<file path="src/rtl/chimera_pkg.sv">
// Shared types for the Chimera cluster isolation sequencer.
// Holds the per-cluster FSM state encoding and a sizing helper.
package chimera_pkg;

    localparam int unsigned CluIsoStateWidth = 3;

    typedef enum logic [CluIsoStateWidth-1:0] {
        CLU_ACTIVE   = 3'd0,
        CLU_DRAIN    = 3'd1,
        CLU_ISOLATED = 3'd2,
        CLU_GATED    = 3'd3,
        CLU_WAKE     = 3'd4,
        CLU_RELEASE  = 3'd5
    } clu_iso_state_e;

    function automatic int unsigned clu_iso_max3(input int unsigned a,
                                                 input int unsigned b,
                                                 input int unsigned c);
        int unsigned m;
        m = a;
        if (b > m) m = b;
        if (c > m) m = c;
        return m;
    endfunction

endpackage

</file>
<file path="src/rtl/chimera_clu_iso_ctrl_if.sv">
// Isolation handshake bundle between the sequencer and the axi_isolate instances.
// Cluster c owns bits [c*NumPorts +: NumPorts] of both vectors.
interface chimera_clu_iso_ctrl_if #(
    parameter int unsigned NumClusters = 5,
    parameter int unsigned NumPorts    = 4
);
    logic [NumClusters*NumPorts-1:0] port_isolate;
    logic [NumClusters*NumPorts-1:0] port_isolated;

    modport master (output port_isolate, input port_isolated);
    modport slave  (input port_isolate, output port_isolated);
endinterface

</file>
<file path="src/rtl/chimera_clu_iso_fsm.sv">
// One cluster's drain -> gate -> reset -> wake sequencer with its dwell counter
// and sticky drain-timeout flag. All outputs come straight from flops.
module chimera_clu_iso_fsm
    import chimera_pkg::*;
#(
    parameter int unsigned NumPorts     = 4,
    parameter int unsigned DrainTimeout = 1024,
    parameter int unsigned GateDelay    = 4,
    parameter int unsigned ResetCycles  = 8,
    parameter bit          BootIsolated = 1'b0
) (
    input  logic                clk_i,
    input  logic                rst_ni,
    input  logic                iso_req_i,
    input  logic [NumPorts-1:0] port_isolated_i,
    input  logic                timeout_clr_i,
    output logic [NumPorts-1:0] port_isolate_o,
    output logic                clk_en_o,
    output logic                rst_no,
    output clu_iso_state_e      state_o,
    output logic                timeout_o
);

    localparam int unsigned CntMax   = clu_iso_max3(DrainTimeout, GateDelay, ResetCycles);
    localparam int unsigned CntWidth = $clog2(CntMax + 1);

    typedef logic [CntWidth-1:0] cnt_t;

    localparam cnt_t DrainLast = cnt_t'((DrainTimeout == 0) ? 0 : DrainTimeout - 1);
    localparam cnt_t GateLast  = cnt_t'(GateDelay - 1);
    localparam cnt_t ResetLast = cnt_t'(ResetCycles - 1);

    localparam clu_iso_state_e ResetState =
        clu_iso_state_e'(BootIsolated ? CLU_GATED : CLU_ACTIVE);

    clu_iso_state_e      state_q, state_d;
    cnt_t                cnt_q, cnt_d;
    logic                timeout_q, timeout_d;
    logic [NumPorts-1:0] iso_q, iso_d;
    logic                clk_en_q, clk_en_d;
    logic                rst_n_q, rst_n_d;

    logic all_iso, none_iso, timeout_set;

    always_comb begin
        all_iso  = &port_isolated_i;
        none_iso = ~|port_isolated_i;
        state_d  = state_q;

        case (state_q)
            CLU_ACTIVE: begin
                if (iso_req_i) state_d = CLU_DRAIN;
            end
            CLU_DRAIN: begin
                // Dropping the request wins over a simultaneous drain completion.
                if (!iso_req_i)   state_d = CLU_RELEASE;
                else if (all_iso) state_d = CLU_ISOLATED;
            end
            CLU_ISOLATED: begin
                if (!iso_req_i)             state_d = CLU_RELEASE;
                else if (cnt_q == GateLast) state_d = CLU_GATED;
            end
            CLU_GATED: begin
                if (!iso_req_i) state_d = CLU_WAKE;
            end
            CLU_WAKE: begin
                if (cnt_q == ResetLast) state_d = CLU_RELEASE;
            end
            CLU_RELEASE: begin
                if (iso_req_i)     state_d = CLU_DRAIN;
                else if (none_iso) state_d = CLU_ACTIVE;
            end
            default: state_d = ResetState;
        endcase

        // Saturation keeps the timeout compare from matching twice in one visit.
        if (state_d != state_q)  cnt_d = '0;
        else if (cnt_q == '1)    cnt_d = cnt_q;
        else                     cnt_d = cnt_q + 1'b1;

        timeout_set = (DrainTimeout != 0) && (state_q == CLU_DRAIN) && (cnt_q == DrainLast);
        timeout_d   = timeout_set | (timeout_q & ~timeout_clr_i);

        // Outputs decoded from the next state so they register alongside it.
        iso_d    = '1;
        clk_en_d = 1'b1;
        rst_n_d  = 1'b1;
        case (state_d)
            CLU_ACTIVE, CLU_RELEASE: iso_d = '0;
            CLU_GATED: begin
                clk_en_d = 1'b0;
                rst_n_d  = 1'b0;
            end
            CLU_WAKE: rst_n_d = 1'b0;
            default: ;
        endcase
    end

    always_ff @(posedge clk_i or negedge rst_ni) begin
        if (!rst_ni) begin
            state_q   <= ResetState;
            cnt_q     <= '0;
            timeout_q <= 1'b0;
            iso_q     <= {NumPorts{BootIsolated}};
            clk_en_q  <= ~BootIsolated;
            rst_n_q   <= ~BootIsolated;
        end else begin
            state_q   <= state_d;
            cnt_q     <= cnt_d;
            timeout_q <= timeout_d;
            iso_q     <= iso_d;
            clk_en_q  <= clk_en_d;
            rst_n_q   <= rst_n_d;
        end
    end

    assign port_isolate_o = iso_q;
    assign clk_en_o       = clk_en_q;
    assign rst_no         = rst_n_q;
    assign state_o        = state_q;
    assign timeout_o      = timeout_q;

endmodule

</file>
<file path="src/rtl/chimera_clu_iso_ctrl.sv">
// Per-cluster isolation / clock-gate / reset sequencer for the cluster domain.
// Optional timeout interrupt enabled by defining CHIMERA_CLU_ISO_IRQ_EN.
module chimera_clu_iso_ctrl
    import chimera_pkg::*;
#(
    parameter int unsigned NumClusters  = 5,
    parameter int unsigned NumPorts     = 4,
    parameter int unsigned DrainTimeout = 1024,
    parameter int unsigned GateDelay    = 4,
    parameter int unsigned ResetCycles  = 8,
    parameter bit          BootIsolated = 1'b0
) (
    input  logic                                   soc_clk_i,
    input  logic                                   rst_ni,
    input  logic [NumClusters-1:0]                 iso_req_i,
    chimera_clu_iso_ctrl_if.master                 iso_port,
    output logic [NumClusters-1:0]                 clu_clk_en_o,
    output logic [NumClusters-1:0]                 clu_rst_no,
    output logic [CluIsoStateWidth*NumClusters-1:0] state_o,
    output logic [NumClusters-1:0]                 timeout_o,
    input  logic [NumClusters-1:0]                 timeout_clr_i,
    output logic                                   irq_o
);

    logic [NumClusters*NumPorts-1:0] port_isolate;

    for (genvar c = 0; c < NumClusters; c++) begin : g_clu
        clu_iso_state_e state;

        chimera_clu_iso_fsm #(
            .NumPorts     (NumPorts),
            .DrainTimeout (DrainTimeout),
            .GateDelay    (GateDelay),
            .ResetCycles  (ResetCycles),
            .BootIsolated (BootIsolated)
        ) i_fsm (
            .clk_i           (soc_clk_i),
            .rst_ni          (rst_ni),
            .iso_req_i       (iso_req_i[c]),
            .port_isolated_i (iso_port.port_isolated[c*NumPorts +: NumPorts]),
            .timeout_clr_i   (timeout_clr_i[c]),
            .port_isolate_o  (port_isolate[c*NumPorts +: NumPorts]),
            .clk_en_o        (clu_clk_en_o[c]),
            .rst_no          (clu_rst_no[c]),
            .state_o         (state),
            .timeout_o       (timeout_o[c])
        );

        assign state_o[c*CluIsoStateWidth +: CluIsoStateWidth] = state;
    end

    assign iso_port.port_isolate = port_isolate;

`ifdef CHIMERA_CLU_ISO_IRQ_EN
    logic irq_q, irq_d;

    assign irq_d = |timeout_o;

    always_ff @(posedge soc_clk_i or negedge rst_ni) begin
        if (!rst_ni) irq_q <= 1'b0;
        else         irq_q <= irq_d;
    end

    assign irq_o = irq_q;
`else
    assign irq_o = 1'b0;
`endif

endmodule

</file>
<file path="src/flat_wrapper.sv">
// flat-port wrapper written by rule: the top's interface ports become plain ports
module chimera_clu_iso_ctrl_flat import chimera_pkg::*;
#(
    parameter int unsigned NumClusters  = 5,
    parameter int unsigned NumPorts     = 4,
    parameter int unsigned DrainTimeout = 1024,
    parameter int unsigned GateDelay    = 4,
    parameter int unsigned ResetCycles  = 8,
    parameter bit          BootIsolated = 1'b0
)
  (soc_clk_i, rst_ni, iso_req_i, clu_clk_en_o, clu_rst_no, state_o, timeout_o, timeout_clr_i, irq_o, iso_port_port_isolate, iso_port_port_isolated);
  chimera_clu_iso_ctrl_if #(.NumClusters(NumClusters), .NumPorts(NumPorts)) iso_port_i ();
  input  logic soc_clk_i;
  input  logic rst_ni;
  input  logic [NumClusters-1:0] iso_req_i;
  output logic [NumClusters-1:0] clu_clk_en_o;
  output logic [NumClusters-1:0] clu_rst_no;
  output logic [CluIsoStateWidth*NumClusters-1:0] state_o;
  output logic [NumClusters-1:0] timeout_o;
  input  logic [NumClusters-1:0] timeout_clr_i;
  output logic irq_o;
  output wire logic [$bits(iso_port_i.port_isolate)-1:0] iso_port_port_isolate;
  input wire logic [$bits(iso_port_i.port_isolated)-1:0] iso_port_port_isolated;
  assign iso_port_port_isolate = iso_port_i.port_isolate;
  assign iso_port_i.port_isolated = iso_port_port_isolated;
  chimera_clu_iso_ctrl #(.NumClusters(NumClusters), .NumPorts(NumPorts), .DrainTimeout(DrainTimeout), .GateDelay(GateDelay), .ResetCycles(ResetCycles), .BootIsolated(BootIsolated)) u_core (.soc_clk_i(soc_clk_i), .rst_ni(rst_ni), .iso_req_i(iso_req_i), .iso_port(iso_port_i), .clu_clk_en_o(clu_clk_en_o), .clu_rst_no(clu_rst_no), .state_o(state_o), .timeout_o(timeout_o), .timeout_clr_i(timeout_clr_i), .irq_o(irq_o));
endmodule
</file>
<file path="config.mk">
export PLATFORM = sky130hd
export DESIGN_NAME = chimera_clu_iso_ctrl_flat
export DESIGN_NICKNAME = d
export VERILOG_FILES = /design/src/rtl/chimera_pkg.sv /design/src/rtl/chimera_clu_iso_ctrl_if.sv /design/src/rtl/chimera_clu_iso_fsm.sv /design/src/rtl/chimera_clu_iso_ctrl.sv /design/src/flat_wrapper.sv
export SDC_FILE = /design/constraint.sdc
export NUM_CORES = 1
export LEC_CHECK = 0
export ABC_AREA = 0
export CORE_MARGIN = 1
export CORE_UTILIZATION = 50
export CTS_CLUSTER_DIAMETER = 100
export DETAILED_ROUTE_END_ITERATION = 7
export GPL_TIMING_DRIVEN = 0
export PLACE_DENSITY = 0.76
export SLEW_MARGIN = 40
export SYNTH_ARGS = -nofsm -noshare
export SYNTH_HDL_FRONTEND = slang
export SYNTH_HIERARCHICAL = 1
export SYNTH_SLANG_ARGS = --single-unit
</file>
<file path="constraint.sdc">
create_clock -name soc_clk_i -period 5.3 [get_ports soc_clk_i]
set_clock_uncertainty 0.2 [all_clocks]
set_input_delay 1.06 -clock soc_clk_i [delete_from_list [all_inputs] [get_ports soc_clk_i]]
set_output_delay 1.06 -clock soc_clk_i [all_outputs]
set_load 0.02 [all_outputs]
</file>
==> impl_metrics.csv, run 1 <==
group,metric,value,unit
clock_network,htreeDepth,3,
timing,max_freq,0.363,GHz
clock_network,clock_latency,0.35,ns
critical_path,start_kind,"flop",
clock_network,path_clk_slew,0.08,ns
clock_network,tritoncts,"done",
critical_path,reg2reg_from,"u_core/g_clu[3].i_fsm/cnt_q[0]$_DFFE_PN0P_",
status,outcome,"finished, final reports clean",
placed_design,dp.cells,747,
critical_path,r2r_setup_slack,3.19,ns
logic_synthesis,synth_nets,574,
clock_network,cts_resized,0,
routing,first_iter_violations,211,
floorplanning,dieArea,10600,µm²
routing,wire_per_inst,13.5,µm
critical_path,arrival,1.49,ns
routing,dr_wl_met3,359,µm
critical_path,r2r_end,"u_core/g_clu[3].i_fsm/cnt_q[7]$_DFFE_PN0P_",
logic_synthesis,ys.flop_type,"dfrtp_1",
cells_and_area,instances_no_fill,763,
logic_synthesis,yosysWarnings,6,
placed_design,dp_slack,2.37,ns
logic_synthesis,synth.distinct_cells,39,
worst_hold_path,whs_path_depth,2,
routing,maxUsedRoutingLayer,"met4",
worst_hold_path,hold_path_class,"flop to flop",
floorplanning,num_io_pins,83,
critical_path,cp_max_fo,4,
timing,setup_viol,0,
cells_and_area,syn_to_final_growth,23.6,%
cells_and_area,antenna_cells,0,
routing,drt-total-wl,10.3,mm
logic_synthesis,synth_edf_count,0,
grt,grt_pass1_wl,17.2,mm
floorplanning,die_h,103,µm
floorplanning,start_util,51.7,%
grt,grt_pass1_vias,3920,
logic_synthesis,synth_area,5080,µm²
logic_synthesis,synth-seq-cells,90,
clock_network,cts.sinks,90,
routing,vias_per_cell,5.57,
critical_path,cp-end-kind,"primary output",
floorplanning,design.core.area,9820,µm²
placed_design,portBuffers,76,
logic_synthesis,yosysSeqAreaShare,44.6,%
critical_path,worstRegToRegCells,7,
clock_network,cts_buffers,9,
clock_network,root_buffer,"clkbuf_8",
grt,antenna_found_initial,0,
logic_synthesis,synthCells,537,
grt,grt_use_total,20.7,%
clock_network,cts_setup_buffers,0,
routing,wl_met1,4.61,mm
routing,ant_nets,0,
pwr,powerDensity,436,nW/µm²
timing,setup_ws,2.55,ns
clock_network,clock_tree.buffer_depth,2,
critical_path,path_class,"flop to primary output",
routing,first_pass_iters,4,
timing,hold_violations,0,
critical_path,cp.required,4.04,ns
timing,fin_crit_sh,51.9,%
pwr,ir_drop,0.220,mV
worst_hold_path,min_to,"u_core/g_clu[2].i_fsm/timeout_o$_DFF_PN0_",
pwr,p_leak,2.69,nW
placed_design,hpwl,7.49,mm
run,maxCapViolCount,0,
placed_design,place_congestion,0.850,
floorplanning,die_w,103,µm
clock_network,hold_buffers,0,
logic_synthesis,synth.avg_cell_area,9.46,µm²
timing,final_max_slew_viol_count,0,
timing,rsz0062_at_grt,"false",
worst_hold_path,hold_start,"u_core/g_clu[2].i_fsm/timeout_o$_DFF_PN0_",
routing,drc,0,
timing,tns,0,ns
cells_and_area,drive_gt1_share,15.4,%
floorplanning,rows,36,
timing,fin_crit,2.75,ns
grt,grt_max_degree,54,
logic_synthesis,async_flop_share,100,%
routing,via_count,4248,
cells_and_area,finish.net_count,662,
routing,route.met2.wl,5.11,mm
grt,grt_remaining_overflow,0,
==> worst max path at each step <==
stage                                                           start  slack (ns)  cells past startpoint                                           endpoint
floorplan                                                iso_req_i[0]        2.99                      7         u_core/g_clu[0].i_fsm/cnt_q[2]$_DFFE_PN0P_
global placement                                               rst_ni       -0.20                      1  u_core/g_clu[4].i_fsm/port_isolate_o[2]$_DFF_PN0_
detailed placement                         iso_port_port_isolated[17]        2.37                      7         u_core/g_clu[4].i_fsm/cnt_q[3]$_DFFE_PN0P_
CTS                 u_core/g_clu[1].i_fsm/port_isolate_o[2]$_DFF_PN0_        2.52                      2                           iso_port_port_isolate[6]
global route        u_core/g_clu[1].i_fsm/port_isolate_o[2]$_DFF_PN0_        2.48                      2                           iso_port_port_isolate[6]
finish              u_core/g_clu[1].i_fsm/port_isolate_o[2]$_DFF_PN0_        2.55                      2                           iso_port_port_isolate[6]
==> synth_stat cells (all sizes together) (10+ instances only) <==
cell type / n / area [µm²]
nand2: 45 / 169
buf: 36 / 251
nor2: 65 / 244
nor3: 10 / 75.1
xnor2: 15 / 131
clkbuf: 15 / 62.6
dfstp: 10 / 263
nor4: 10 / 93.8
a31oi: 10 / 62.6
inv: 10 / 37.5
and4: 10 / 93.8
nand4: 30 / 219
or3: 10 / 62.6
nand3: 20 / 100
o21ai: 30 / 188
a21oi: 30 / 150
dfrtp: 80 / 2000
xor2: 25 / 219
mux2i: 20 / 200
==> registers in the layout, indices dropped and copies added, names as in the netlist <==
register and count:
u_core/g_clu.i_fsm/clk_en_o 5, u_core/g_clu.i_fsm/cnt_q 55, u_core/g_clu.i_fsm/port_isolate_o 5, u_core/g_clu.i_fsm/rst_no 5
u_core/g_clu.i_fsm/state_o 15, u_core/g_clu.i_fsm/timeout_o 5
==> final cells by class <==
class	count	area (µm²)
Timing Repair Buffer	77	790
Clock buffer	12	145
Buffer	51	314
Fill cell	841	3540
Tap cell	133	166
Clock inverter	4	98.8
Multi-Input combinational cell	386	2460
Sequential cell	90	2260
Inverter	10	37.5
==> power by group <==
part	internal (mW)	total, mW	leakage, nW	switching [mW]
Sequential	0.825	0.945	1.17	0.120
Combinational	0.589	1.23	1.40	0.646
Clock	0.328	0.560	0.121	0.232
==> worst max-delay path: stages, from the launching register on <==
cell             delay (ns)
dfrtp_1                0.43
buf_4                  0.13
clkdlybuf4s50_1        0.59
==> placed cells by master (no fill, tap or decap), drive strengths merged, types with 10 or more instances in the layout <==
master	instances
nor2	65
nor4	10
or3	10
o21ai	30
buf	38
dfstp	10
a21oi	30
nand4	30
xnor2	15
clkdlybuf4s50	75
mux2i	20
nor3	10
a31oi	10
xor2	25
nand3	20
clkbuf	27
dfrtp	80
inv	10
nand2	45
and4	10
==> layer usage <==
| layer | vias up | track usage [%] |
|---|---|---|
| li1 | 2063 | - |
| met4 | 0 | 9.10 |
| met5 | - | 0 |
| met1 | 2083 | 27.4 |
| met3 | 15 | 3.19 |
| met2 | 87 | 33.6 |
==> cells by family after synthesis <==
group	synth area share (%)
AND/OR/NAND/NOR	26.2
flip-flops	44.6
buffers and inverters	6.92
other	0.0738
adder cells (fa/ha/maj)	1.23
AO/OA/AOI/OAI	10.1
XOR/XNOR	6.90
multiplexers	3.94
==> metrics by stage <==
step | power (mW) | hold slack (ns) | cell area (µm²) | util [%]
3_5_place_dp | 2.20 | 0.331 | 6030 | 61.5
4_1_cts | 2.77 | 0.345 | 6280 | 63.9
5_1_grt | 2.91 | 0.373 | 6280 | 63.9
6_report | 2.74 | 0.337 | 6280 | 63.9
3_3_place_gp | 2.15 | 0.325 | 6010 | 61.2
2_1_floorplan | 1.75 | 0.312 | 5080 | -
Note: power is estimated with default switching activity, not from simulation.
==> run 2: changes to the inputs <==
CORE_UTILIZATION = 49   (was 50)
PLACE_DENSITY = 0.78   (was 0.76)
clock period = 2.3 ns   (was 5.3 ns; I/O delays follow)
==> run 2 against run 1 <==
- cell count is 0.13% higher
- clock power is 120% higher
- highest routed layer unchanged
- cell area down 0.18%
- largest cell class unchanged
- critical path depth is 1 lower
- via count decreased by 1.3%
- utilization down 0.70 points
- sequential power rose by 130%
- sequential cell count unchanged
==> impl_metrics.csv, run 2 (same netlist as run 1, synthesis figures left out) <==
group,metric,value,unit
status,outcome,"finished, final reports clean",
critical_path,path_class,"flop to primary output",
timing,whs,0.248,ns
cells_and_area,finish.net_count,663,
routing,drt-total-wl,10.3,mm
floorplanning,start_util,51.3,%
critical_path,max_stage_delay,0.60,ns
critical_path,slowest_stage,"clkdlybuf4s50_1",
critical_path,crit_family,"buffers and inverters",
run,maxCapViolCount,0,
routing,drc,0,
grt,grt_max_degree,61,
grt,grt_remaining_overflow,0,
critical_path,path_cells,"clkdlybuf4s50_1",
clock_network,clock_latency,0.35,ns
critical_path,cp.required,1.64,ns
critical_path,cp-end-kind,"primary output",
floorplanning,dieArea,10800,µm²
grt,grt_use_total,19.7,%
pwr,powerDensity,993,nW/µm²
floorplanning,rows,36,
cells_and_area,syn_to_final_growth,23.4,%
routing,ant_nets,0,
routing,wire_per_inst,13.5,µm
clock_network,htreeDepth,3,
routing,via_count,4191,
cells_and_area,instances_no_fill,764,
timing,fin_crit_sh,93.1,%
routing,first_iter_violations,224,
clock_network,root_buffer,"clkbuf_8",
cells_and_area,fillerInstances,816,
cells_and_area,mostFrequentLayoutCells,"dfrtp_1, clkdlybuf4s50_1, nor2_1, nand2_1, a21oi_1",
cells_and_area,largest_reg_flops,55,
clock_network,clock_tree.buffer_depth,2,
timing,fin_crit,2.14,ns
cells_and_area,drive_gt1_share,15.7,%
placed_design,portBuffers,76,
timing,setup_viol,0,
critical_path,cp_max_fo,1,
timing,hold_violations,0,
cells_and_area,regMostFlops,"u_core/g_clu.i_fsm/cnt_q",
clock_network,cts_buffers,9,
grt,grt_pass1_wl,17.6,mm
pwr,p_leak,2.68,nW
clock_network,cts_setup_buffers,0,
clock_network,tritoncts,"done",
routing,vias_per_cell,5.49,
critical_path,start_kind,"flop",
cells_and_area,final_common_cell,"dfrtp_1",
critical_path,path_buf_inv,1,
clock_network,cts.sinks,90,
clock_network,cts_resized,0,
floorplanning,die_h,104,µm
floorplanning,die_w,104,µm
placed_design,place_congestion,0.813,
floorplanning,num_io_pins,83,
critical_path,arrival,1.48,ns
worst_hold_path,hold_path_class,"input pin to flop",
placed_design,dp.cells,747,
timing,final_max_slew_viol_count,0,
routing,first_pass_iters,5,
cells_and_area,antenna_cells,0,
timing,max_freq,0.467,GHz
clock_network,path_clk_slew,0.10,ns
grt,antenna_found_initial,0,
timing,rsz0062_at_grt,"false",
grt,grt_pass1_vias,3877,
placed_design,hpwl,7.27,mm
floorplanning,design.core.area,9910,µm²
pwr,ir_drop,0.579,mV
[run 2: cell types whose count changed in the layout (fill, tap and decap cells not counted)]
cell,previous run,this run
clkinv_2,0,1
clkbuf_1,12,10
clkbuf_8,10,9
clkinv_4,1,0
clkinvlp_4,0,1
dlygate4sd3_1,0,1
bufinv_16,3,2
inv_6,0,3
[run 2: final timing paths]
check	from	to	slack (ns)	depth (start not counted)
max	u_core/g_clu[0].i_fsm/clk_en_o$_DFF_PN1_	clu_clk_en_o[0]	0.16	1
min	iso_req_i[3]	u_core/g_clu[3].i_fsm/state_o[2]$_DFF_PN0_	0.25	2
max reg2reg	u_core/g_clu[0].i_fsm/cnt_q[1]$_DFFE_PN0P_	u_core/g_clu[0].i_fsm/port_isolate_o[2]$_DFF_PN0_	0.18	6
min reg2reg	u_core/g_clu[0].i_fsm/timeout_o$_DFF_PN0_	u_core/g_clu[0].i_fsm/timeout_o$_DFF_PN0_	0.34	2
max in group asynchronous	rst_ni	u_core/g_clu[0].i_fsm/rst_no$_DFF_PN1_	0.94	3
min in group asynchronous	rst_ni	u_core/g_clu[3].i_fsm/state_o[2]$_DFF_PN0_	0.33	2
[run 2: cell type report]
class	count	area, µm²	area share (%)
repair buffers	78	800	12.8
inverters	10	37.5	0.599
clock buffers	9	124	1.98
well taps	133	166	2.66
multi-input cells	386	2460	39.3
plain buffers	51	314	5.01
clock inverters	7	98.8	1.58
flip-flops and latches	90	2260	36.1
[run 2: layer usage]
| layer | wire, µm | share of wire (%) | global-route usage [%] |
|---|---|---|---|
| met3 | 318 | 3.1 | 2.27 |
| met5 | 0 | 0 | 0 |
| met2 | 5100 | 50 | 32.9 |
| met1 | 4720 | 46 | 26.3 |
| met4 | 159 | 1.5 | 7.14 |
[run 2: stage by stage]
step           setup slack, ns  utilization, %  setup TNS, ns  instance area [µm²]  power [mW]
2_1_floorplan            0.459               -              0                 5080        4.02
3_3_place_gp             -2.69            60.6        -230.82                 6010        4.94
3_5_place_dp           -0.0217            60.9         -0.342                 6030        5.03
4_1_cts                  0.134            63.2              0                 6270        6.26
5_1_grt                 0.0681            63.2              0                 6270        6.59
6_report                 0.160            63.2              0                 6270        6.22
[run 2: report_power, final]
| part | internal (mW) | leakage, nW | switching [mW] | total, mW |
|---|---|---|---|---|
| Combinational | 1.36 | 1.40 | 1.50 | 2.86 |
| Clock | 0.622 | 0.111 | 0.585 | 1.21 |
| Sequential | 1.90 | 1.17 | 0.257 | 2.16 |
[run 2: worst reg2reg max path, stage by stage (launching register included)]
cell,delay [ns]
dfrtp_1,0.40
ha_1,0.26
or4b_1,0.49
nor3_2,0.14
a31oi_1,0.17
o21ai_2,0.16
mux2i_1,0.23
[run 2: repair_timing]
action	in CTS	in global routing
setup endpoints to repair	0	0
hold buffers	1	0
endpoints found under the hold margin	24	0
